===== src/rtl/nec_pkg.sv =====
// Shared encodings for the pet need controller: FSM states, need indices and level limits.
package nec_pkg;

  typedef enum logic [1:0] {
    DESPIERTO = 2'd0,
    ANIMANDO  = 2'd1,
    DORMIDO   = 2'd2,
    MUERTO    = 2'd3
  } estado_t;

  localparam int NEC_HAMBRE    = 0;
  localparam int NEC_SUENO     = 1;
  localparam int NEC_DIVERSION = 2;
  localparam int NEC_SALUD     = 3;

  localparam logic [1:0] NIVEL_MAX = 2'd3;
  localparam logic [1:0] NIVEL_MIN = 2'd0;

endpackage


===== src/rtl/base_tiempo.sv =====
// Base time tick generator: one-cycle pulse every TICK_DIV cycles, or every TICK_DIV/TEST_DIV
// cycles in test mode. A change of modo_test restarts the count from zero.
module base_tiempo #(
  parameter int TICK_DIV = 50_000_000,
  parameter int TEST_DIV = 1000
) (
  input  logic clk,
  input  logic B_reset,
  input  logic modo_test,
  output logic tick
);

  localparam int DIV_TEST = (TICK_DIV / TEST_DIV > 0) ? TICK_DIV / TEST_DIV : 1;
  localparam int CW       = (TICK_DIV > 1) ? $clog2(TICK_DIV) : 1;

  localparam logic [CW-1:0] FIN_NORMAL = CW'(TICK_DIV - 1);
  localparam logic [CW-1:0] FIN_TEST   = CW'(DIV_TEST - 1);

  logic [CW-1:0] cnt;
  logic [CW-1:0] fin;
  logic          modo_q;
  logic          cambio;

  assign fin    = modo_test ? FIN_TEST : FIN_NORMAL;
  assign cambio = modo_test ^ modo_q;
  // The cycle in which the mode changes never ticks; counting restarts cleanly from zero.
  assign tick   = !cambio && (cnt == fin);

  // NOTE: state registers use non-blocking assignments so every flop samples pre-edge values.
  always_ff @(posedge clk or posedge B_reset) begin
    if (B_reset) begin
      cnt    <= '0;
      modo_q <= 1'b0;
    end else begin
      modo_q <= modo_test;
      if (cambio || tick) cnt <= '0;
      else                cnt <= cnt + CW'(1);
    end
  end

endmodule


===== src/rtl/controlador_necesidades.sv =====
// Need-meter sequencer: round-robin meter enables on each base tick, user actions as level-up
// toggles, and the awake/animating/sleeping/dead FSM with lowest-need and alert reporting.
module controlador_necesidades
  import nec_pkg::*;
#(
  parameter int NUM_NEC     = 4,
  parameter int TICK_DIV    = 50_000_000,
  parameter int TEST_DIV    = 1000,
  parameter int SUENO_TICKS = 4,
  parameter int GUARDA      = 3,
  parameter int MUERTE_UMB  = 2
) (
  input  logic                       clk,
  input  logic                       B_reset,
  input  logic                       modo_test,
  input  logic [NUM_NEC-1:0]         boton,
  input  logic [2*NUM_NEC-1:0]       niveles,
  input  logic [NUM_NEC-1:0]         senal_5seg,
  output logic [NUM_NEC-1:0]         activo,
  output logic [NUM_NEC-1:0]         entrada,
  output logic [1:0]                 estado,
  output logic [$clog2(NUM_NEC)-1:0] critica,
  output logic                       alerta
);

  localparam int PW = $clog2(NUM_NEC);
  localparam int SW = (SUENO_TICKS > 1) ? $clog2(SUENO_TICKS) : 1;
  localparam int GW = $clog2(GUARDA + 1) > 0 ? $clog2(GUARDA + 1) : 1;

  localparam logic [PW-1:0] PTR_ULT   = PW'(NUM_NEC - 1);
  localparam logic [PW-1:0] SUENO_IDX = PW'(NEC_SUENO);
  localparam logic [SW-1:0] SUENO_ULT = SW'(SUENO_TICKS - 1);
  localparam logic [GW-1:0] GUARDA_L  = GW'(GUARDA);

  estado_t       est, est_n;
  logic [PW-1:0] ptr, ptr_n;
  logic [SW-1:0] sueno_cnt, sueno_cnt_n;
  logic [GW-1:0] guarda_cnt, guarda_cnt_n;
  logic [NUM_NEC-1:0] activo_n, entrada_n;

  logic          tick;
  logic          hay_boton;
  logic [PW-1:0] sel;
  logic [PW-1:0] min_idx;
  logic [1:0]    min_val;
  logic [1:0]    lvl;
  int unsigned   ceros;
  logic          muerte;

  base_tiempo #(
    .TICK_DIV (TICK_DIV),
    .TEST_DIV (TEST_DIV)
  ) u_base_tiempo (
    .clk       (clk),
    .B_reset   (B_reset),
    .modo_test (modo_test),
    .tick      (tick)
  );

  // Lowest-level finder (strict < keeps the lowest index on ties) and zero-level count.
  always_comb begin
    min_idx = '0;
    min_val = niveles[1:0];
    ceros   = 0;
    lvl     = '0;
    for (int i = 0; i < NUM_NEC; i++) begin
      lvl = niveles[2*i +: 2];
      if (lvl == NIVEL_MIN) ceros = ceros + 1;
      if (lvl < min_val) begin
        min_val = lvl;
        min_idx = PW'(i);
      end
    end
  end

  assign muerte = (ceros >= MUERTE_UMB);

  // Lowest set button bit wins.
  always_comb begin
    sel = '0;
    for (int i = NUM_NEC - 1; i >= 0; i--) begin
      if (boton[i]) sel = PW'(i);
    end
  end

  assign hay_boton = |boton;

  // NOTE: every output of this block is defaulted first so no path can infer a latch.
  always_comb begin
    est_n        = est;
    ptr_n        = ptr;
    activo_n     = '0;
    entrada_n    = entrada;
    guarda_cnt_n = guarda_cnt;
    sueno_cnt_n  = sueno_cnt;

    if (muerte) begin
      est_n = MUERTO;
    end else begin
      unique case (est)
        DESPIERTO, ANIMANDO: begin
          if (tick) begin
            activo_n = NUM_NEC'(1) << ptr;
            ptr_n    = (ptr == PTR_ULT) ? '0 : ptr + PW'(1);
          end
          if (est == DESPIERTO) begin
            if (hay_boton) begin
              if (sel == SUENO_IDX) begin
                est_n       = DORMIDO;
                sueno_cnt_n = '0;
              end else begin
                entrada_n[sel] = ~entrada[sel];
                guarda_cnt_n   = '0;
                est_n          = ANIMANDO;
              end
            end
          end else begin
            // Guard covers the meter's latency in raising its flag; it holds at GUARDA.
            if (guarda_cnt < GUARDA_L) guarda_cnt_n = guarda_cnt + GW'(1);
            else if (senal_5seg == '0) est_n = DESPIERTO;
          end
        end
        DORMIDO: begin
          if (niveles[2*NEC_SUENO +: 2] == NIVEL_MAX || hay_boton) begin
            est_n = DESPIERTO;
          end else if (tick) begin
            if (sueno_cnt == SUENO_ULT) begin
              sueno_cnt_n          = '0;
              entrada_n[NEC_SUENO] = ~entrada[NEC_SUENO];
              activo_n[NEC_SUENO]  = 1'b1;
            end else begin
              sueno_cnt_n = sueno_cnt + SW'(1);
            end
          end
        end
        default: ;
      endcase
    end
  end

  always_ff @(posedge clk or posedge B_reset) begin
    if (B_reset) begin
      est        <= DESPIERTO;
      ptr        <= '0;
      activo     <= '0;
      entrada    <= '0;
      guarda_cnt <= '0;
      sueno_cnt  <= '0;
      critica    <= '0;
      alerta     <= 1'b0;
    end else begin
      est        <= est_n;
      ptr        <= ptr_n;
      activo     <= activo_n;
      entrada    <= entrada_n;
      guarda_cnt <= guarda_cnt_n;
      sueno_cnt  <= sueno_cnt_n;
      critica    <= min_idx;
      alerta     <= (ceros != 0);
    end
  end

  assign estado = est;

endmodule

===== config.mk =====
export PLATFORM = sky130hd
export DESIGN_NAME = controlador_necesidades
export DESIGN_NICKNAME = d
export VERILOG_FILES = /design/src/rtl/nec_pkg.sv /design/src/rtl/base_tiempo.sv /design/src/rtl/controlador_necesidades.sv
export SDC_FILE = /design/constraint.sdc
export NUM_CORES = 1
export LEC_CHECK = 0
export BUFFER_PORTS_ARGS = -buffer_cell sky130_fd_sc_hd__buf_2
export CAP_MARGIN = 30
export CELL_PAD_IN_SITES_DETAIL_PLACEMENT = 0
export CELL_PAD_IN_SITES_GLOBAL_PLACEMENT = 1
export CORE_UTILIZATION = 41
export DETAILED_ROUTE_END_ITERATION = 8
export PLACE_DENSITY = 0.83
export RECOVER_POWER = 100
export SLEW_MARGIN = 30
export SYNTH_ARGS = -nofsm -noshare
export SYNTH_HDL_FRONTEND = slang
export SYNTH_HIERARCHICAL = 1
export SYNTH_SLANG_ARGS = --single-unit

===== constraint.sdc =====
create_clock -name clk -period 2.4 [get_ports clk]
set_input_delay 0.12 -clock clk [delete_from_list [all_inputs] [get_ports clk]]
set_output_delay 0.12 -clock clk [all_outputs]
set_load 0.01 [all_outputs]

==> flow_summary.toml, run 1 <==
[run_status]
status = "finished clean"

[placed_design]
place_inst = 401
dp_hpwl_mm = 4.43
place_area_mm2 = 0.00317
portBuffers = 31
gp_congestion = 0.850

[floorplan]
dieArea_mm2 = 0.00729
io-pin-count = 32
die_h_um = 85.4
fp.dieW_um = 85.4
num_rows = 30
start_util_pct = 42.2
core_area_mm2 = 0.00676

[setup_path]
crit_fanout = 5
r2r_cells = 6
crit_type = "flip-flop to flip-flop"
cp-start-kind = "flip-flop"
rr_endpoint = "ptr[0]$_DFFE_PP0P_"
crit_path_cell_trace = "nand4bb_1 > or4b_4 > nor3_4 > o21a_2 > nor3b_4 > mux2_1"
arrival_ns = 2.44
required_ns = 2.59
rrSetupSlack_ns = 0.15
cp-end-kind = "flip-flop"
crit_slowest_cell = "or4b_4"
max_stage_delay_ns = 0.53
r2r-start = "u_base_tiempo/cnt[9]$_DFF_PP0_"

[timing]
finalClockSkew_ns = 0.00322
period_share_pct = 93.7
worstMarginPinSlew_ns = 1.46
slew_viol_final = 0
hold_viol = 0
fin_setup_tns_ns = 0
fin_hold_ws_ns = 0.118
rsz0062_at_grt = "no"
setup_violations = 0
fmax_mhz = 445
period_needed_ns = 2.25
maxSlewHeadroom_pct = 2.41

[clock_network]
cts_tree = "built"
clock_sinks = 46
ctsLongestPathBuffers = 2
cts_max_level = 2
clock_latency_ns = 0.30
numCtsBuffers = 5
postCtsSetupRepairBufs = 0
clock-root-buffer = "clkbuf_8"
clkTransAtPathRegs_ns = 0.09

[min_path]
holdPathStages = 2
holdPathEnd = "entrada[0]$_DFFE_PP0P_"
min_from = "boton[0]"
hold_class = "input port to flip-flop"

[synthesis]
synth-main-ff-cell = "dfrtp_1"
synth.distinct_cells = 59
syn_area_mm2 = 0.00285
async_flop_share_pct = 100
ys_seq_area_share_pct = 40.4
synth_edf_count = 0
ys_warn_count = 6
ys_ff_latch = 46
netlist_instances = 286
syn-num-nets = 320
avgSynthCellArea_um2 = 9.97

[route]
dr.first_iter.drc_count = 107
drtPass1Iterations = 4
avgViaCountPerCell = 5.75
drc_errors = 0
drt-total-wl_mm = 6.16
vias = 2362
antenna_left = 0
wl_per_cell_um = 15.0

[global_route]
grt_max_degree = 28
antenna_found_initial = 0
grt_pass1_wl_mm = 10.5
grt_util_all_layers_pct = 18.2
overflow = 0
grt_pass1_vias = 2174

[final_layout]
final_common_cell = "dfrtp_1"
final_area_mm2 = 0.00324
antenna_cells = 0
syn2layout_area_growth_pct = 13.6
drive_gt1_share_pct = 15.7
finalNonFillerCells = 411
nNetsFinal = 364
layout_common_cells = "46 x dfrtp_1, 18 x nor2_1, 18 x clkbuf_1, 17 x nor3_1, 17 x nand3_1"

[power]
power_density_mw_per_mm2 = 514
switching_share_pct = 26.8
pwr-share-seq_pct = 50.6
p_comb_share_pct = 13.7
power_switching_w = 0.000447
leakagePower_nw = 1.33
internal_power_w = 0.00122
clockPowerShare_pct = 35.6
fin_total_pwr_w = 0.00167
ir_worst_vdd_mv = 0.234

[run]
drv_cap = 0
how the worst max path moves through the flow:
stage	startpoint	endpoint	slack, ns	cells after the start
2_1_floorplan	u_base_tiempo/cnt[9]$_DFF_PP0_	ptr[0]$_DFFE_PP0P_	0.009	6
3_3_place_gp	niveles[3]	ptr[1]$_DFFE_PP0P_	0.11	10
3_5_place_dp	niveles[3]	ptr[1]$_DFFE_PP0P_	0.05	10
4_1_cts	u_base_tiempo/cnt[9]$_DFF_PP0_	sueno_cnt[0]$_DFFE_PP0P_	0.10	8
5_1_grt	niveles[3]	ptr[0]$_DFFE_PP0P_	0.02	10
6_report	u_base_tiempo/cnt[9]$_DFF_PP0_	ptr[0]$_DFFE_PP0P_	0.15	6
critical path: cells and delay by family, from the launching register on:
family / cells / cell delay (ns)
flip-flops: 1 / 0.39
multiplexers: 1 / 0.34
AO/OA/AOI/OAI: 1 / 0.21
AND/OR/NAND/NOR: 4 / 1.18
power by group through the flow:
stage | logic [W] | clock network [W] | registers [W]
2_1_floorplan | 0.000151 | 0 | 0.000859
3_3_place_gp | 0.000235 | 0 | 0.000856
3_5_place_dp | 0.000242 | 0 | 0.000857
4_1_cts | 0.000245 | 0.000610 | 0.000843
5_1_grt | 0.000260 | 0.000645 | 0.000848
6_report | 0.000229 | 0.000593 | 0.000843
per-stage QoR:
step                      util (%)  setup slack, ns
final                         47.9            0.152
after floorplan                  -          0.00910
after CTS                     48.8            0.102
after detailed placement      46.9           0.0542
after global routing          47.9           0.0211
after global placement        46.9            0.111
cell usage after synthesis (all sizes together) (2+ instances only):
| cell | count | area (um^2) |
|---|---|---|
| dfrtp | 46 | 1150 |
| nor2 | 19 | 73.8 |
| nor3 | 18 | 101 |
| nand3 | 17 | 85.1 |
| ha | 15 | 188 |
| nand2 | 14 | 52.6 |
| a211oi | 13 | 108 |
| inv | 13 | 48.8 |
| o21ai | 10 | 50.1 |
| o31ai | 10 | 75.1 |
| nand4 | 9 | 62.6 |
| xor2 | 9 | 78.8 |
| buf | 8 | 52.6 |
| or4 | 8 | 63.8 |
| xnor2 | 8 | 70.1 |
| and3 | 6 | 38.8 |
| a21oi | 4 | 20.0 |
| nor4 | 4 | 25.0 |
| nor4bb | 4 | 40.0 |
| a21o | 3 | 22.5 |
| a31oi | 3 | 18.8 |
| and2 | 3 | 18.8 |
| and4 | 3 | 26.3 |
| clkbuf | 3 | 11.3 |
| nor3b | 3 | 27.5 |
| or3 | 3 | 18.8 |
| a22o | 2 | 17.5 |
| mux2 | 2 | 30.0 |
| mux2i | 2 | 32.5 |
| nand2b | 2 | 12.5 |
| nand3b | 2 | 15.0 |
| nor2b | 2 | 12.5 |
| o21bai | 2 | 15.0 |
kinds of logic after synthesis:
family / synth area share (%)
buffers and inverters: 3.95
AO/OA/AOI/OAI: 15.5
XOR/XNOR: 5.22
multiplexers: 2.98
flip-flops: 40.4
AND/OR/NAND/NOR: 25.4
adder cells (fa/ha/maj): 6.58
flip-flops by register name (all words and copies together) (netlist names):
signal                cells
activo                    4
alerta                    1
critica                   2
entrada                   4
estado                    2
guarda_cnt                2
ptr                       2
sueno_cnt                 2
u_base_tiempo/cnt        26
u_base_tiempo/modo_q      1
area by class of cell:
| type | count | area, um^2 |
|---|---|---|
| multi-input cells | 216 | 1570 |
| inverters | 13 | 48.8 |
| repair buffers | 48 | 255 |
| flip-flops and latches | 46 | 1150 |
| clock buffers | 5 | 68.8 |
| clock inverters | 3 | 45.0 |
| fillers | 692 | 3520 |
| well taps | 80 | 100 |
timing repair:
action,CTS,global route
gates resized for setup,0,2
hold buffers,2,0
endpoints found under the hold margin,47,0
endpoints found under the setup margin,0,3
metal layers:
layer	vias to the layer above	global-route usage, %	wire length (um)
li1	1163	-	-
met1	1163	24.1	2970
met2	31	30.8	2990
met3	5	3.31	150
met4	0	5.00	53
met5	-	0	0
(Power assumes the default switching activity.)
==> run 2, diff against run 1 <==
--- a/config.mk
+++ b/config.mk
@@ -9,6 +9,7 @@
 export CAP_MARGIN = 30
 export CELL_PAD_IN_SITES_DETAIL_PLACEMENT = 0
 export CELL_PAD_IN_SITES_GLOBAL_PLACEMENT = 1
+export CORE_ASPECT_RATIO = 1.4
 export CORE_UTILIZATION = 41
 export DETAILED_ROUTE_END_ITERATION = 8
 export PLACE_DENSITY = 0.83
==> run 2 against run 1 <==
  * Power shrank 6.6%
  * Cell count grew 2.7%
  * Count of clock-buffer cells in the layout is the same
  * Critical path depth is the same
  * Worst hold slack lost 0.011 ns
  * Core utilization grew 0.48 points
  * Largest cell class unchanged
==> flow_summary.toml, run 2 (synthesis gave the netlist of run 1 again) <==
[setup_path]
cp-end-kind = "flip-flop"
r2r-start = "u_base_tiempo/cnt[9]$_DFF_PP0_"
crit_start = "u_base_tiempo/cnt[9]$_DFF_PP0_"
crit_slowest_cell = "or4b_4"
cp-start-kind = "flip-flop"
rrSetupSlack_ns = 0.17
required_ns = 2.58
endpoint = "ptr[1]$_DFFE_PP0P_"
crit_type = "flip-flop to flip-flop"
r2r_cells = 6
rr_endpoint = "ptr[1]$_DFFE_PP0P_"
arrival_ns = 2.41
max_stage_delay_ns = 0.54
crit_fanout = 5
crit_path_cell_trace = "nand4bb_1 > or4b_4 > nor3_4 > o21a_2 > nor3b_4 > mux2_1"

[placed_design]
portBuffers = 31
gp_congestion = 0.783
place_area_mm2 = 0.00317
dp_hpwl_mm = 4.72
pre_cts_slack_ns = 0.0336

[global_route]
grt_max_degree = 28
grt_pass1_wl_mm = 11.2
antenna_found_initial = 0
overflow = 0
grtUsageMet2_pct = 36.4
busiest_layer = "met2"
grt_pass1_vias = 2437
met1_usage_pct = 21.9
grt_util_all_layers_pct = 19.3
grtUsageMet3_pct = 3.00

[timing]
slew_viol_final = 0
rsz0062_at_grt = "no"
period_needed_ns = 2.23
period_share_pct = 93.1
fin_setup_tns_ns = 0
maxSlewHeadroom_pct = 1.57
finalClockSkew_ns = 0.0167
hold_viol = 0
setup_violations = 0
worst_slack_ns = 0.166
fmax_mhz = 448
worstMarginPinSlew_ns = 1.48

[floorplan]
die_h_um = 101
start_util_pct = 42.8
num_rows = 35
core_area_mm2 = 0.00666
fp.dieW_um = 72.5
io-pin-count = 32
dieArea_mm2 = 0.00730

[clock_network]
clkTransAtPathRegs_ns = 0.10
cts_tree = "built"
cts_max_level = 2
clock-root-buffer = "clkbuf_8"
postCtsSetupRepairBufs = 0
ctsLongestPathBuffers = 2
clock_sinks = 46
numCtsBuffers = 5
clock_latency_ns = 0.30

[final_layout]
top_regs = "u_base_tiempo/cnt x26, activo x4, entrada x4"
largest_reg_flops = 26
syn2layout_area_growth_pct = 13.0
nNetsFinal = 363
largest_register = "u_base_tiempo/cnt"
layout_common_cells = "46 x dfrtp_1, 19 x clkbuf_1, 18 x nor2_1, 17 x nor3_1, 17 x nand3_1"
antenna_cells = 0
final_area_mm2 = 0.00322
final_common_cell = "dfrtp_1"
drive_gt1_share_pct = 14.8

[route]
vias = 2392
dr.first_iter.drc_count = 90
avgViaCountPerCell = 5.67
drc_errors = 0
drt-total-wl_mm = 6.30
antenna_left = 0
drtPass1Iterations = 5
wl_per_cell_um = 14.9

[power]
fin_total_pwr_w = 0.00156
power_density_mw_per_mm2 = 483
leakagePower_nw = 1.32
ir_worst_vdd_mv = 0.247

[run_status]
status = "finished clean"

[run]
drv_cap = 0

[min_path]
hold_class = "input port to flip-flop"
[run 2: cell type report]
| type | instances | area [um^2] |
|---|---|---|
| fillers | 681 | 3430 |
| multi-input cells | 216 | 1570 |
| flip-flops and latches | 46 | 1150 |
| repair buffers | 47 | 244 |
| well taps | 92 | 115 |
| clock buffers | 5 | 68.8 |
| inverters | 13 | 48.8 |
| clock inverters | 3 | 21.3 |
[run 2: through the flow]
stage | util, % | hold WS, ns | cells
3_5_place_dp | 47.6 | 0.215 | 412
4_1_cts | 49.3 | 0.102 | 422
5_1_grt | 48.4 | 0.112 | 422
2_1_floorplan | - | 0.0711 | 286
6_report | 48.4 | 0.107 | 422
3_3_place_gp | 47.6 | 0.208 | 412
[run 2: metal layers]
metal	wire length (um)	vias up
met5	0	-
met4	100	0
met3	158	10
met2	3400	45
met1	2630	1180
li1	-	1157
[run 2: how the worst min path moves through the flow]
stage	depth (start not counted)	slack [ns]	endpoint	start
global placement	3	0.21	u_base_tiempo/cnt[3]$_DFF_PP0_	B_reset
finish	2	0.11	entrada[0]$_DFFE_PP0P_	boton[0]
global route	2	0.11	entrada[0]$_DFFE_PP0P_	boton[0]
floorplan	1	0.07	activo[0]$_DFF_PP0_	B_reset
detailed placement	3	0.21	u_base_tiempo/cnt[2]$_DFF_PP0_	B_reset
CTS	2	0.10	entrada[0]$_DFFE_PP0P_	boton[0]
[run 2: what timing repair did]
action / in CTS / in global routing
gates resized for setup: 0 / 2
endpoints found under the hold margin: 47 / 0
hold buffers: 2 / 0
endpoints found under the setup margin: 0 / 3
[run 2: worst max-delay path, delay by kind of cell (launching register included)]
kind,cells,cell delay [ns]
flops,1,0.39
mux,1,0.35
compound gates,1,0.20
simple gates,4,1.17
[run 2: power by group]
group / total (W) / leakage, nW / switching (W) / internal, W
combinational: 0.000231 / 0.657 / 0.000135 / 0.0000957
sequential: 0.000841 / 0.614 / 0.0000273 / 0.000814
clock: 0.000484 / 0.0441 / 0.000279 / 0.000205
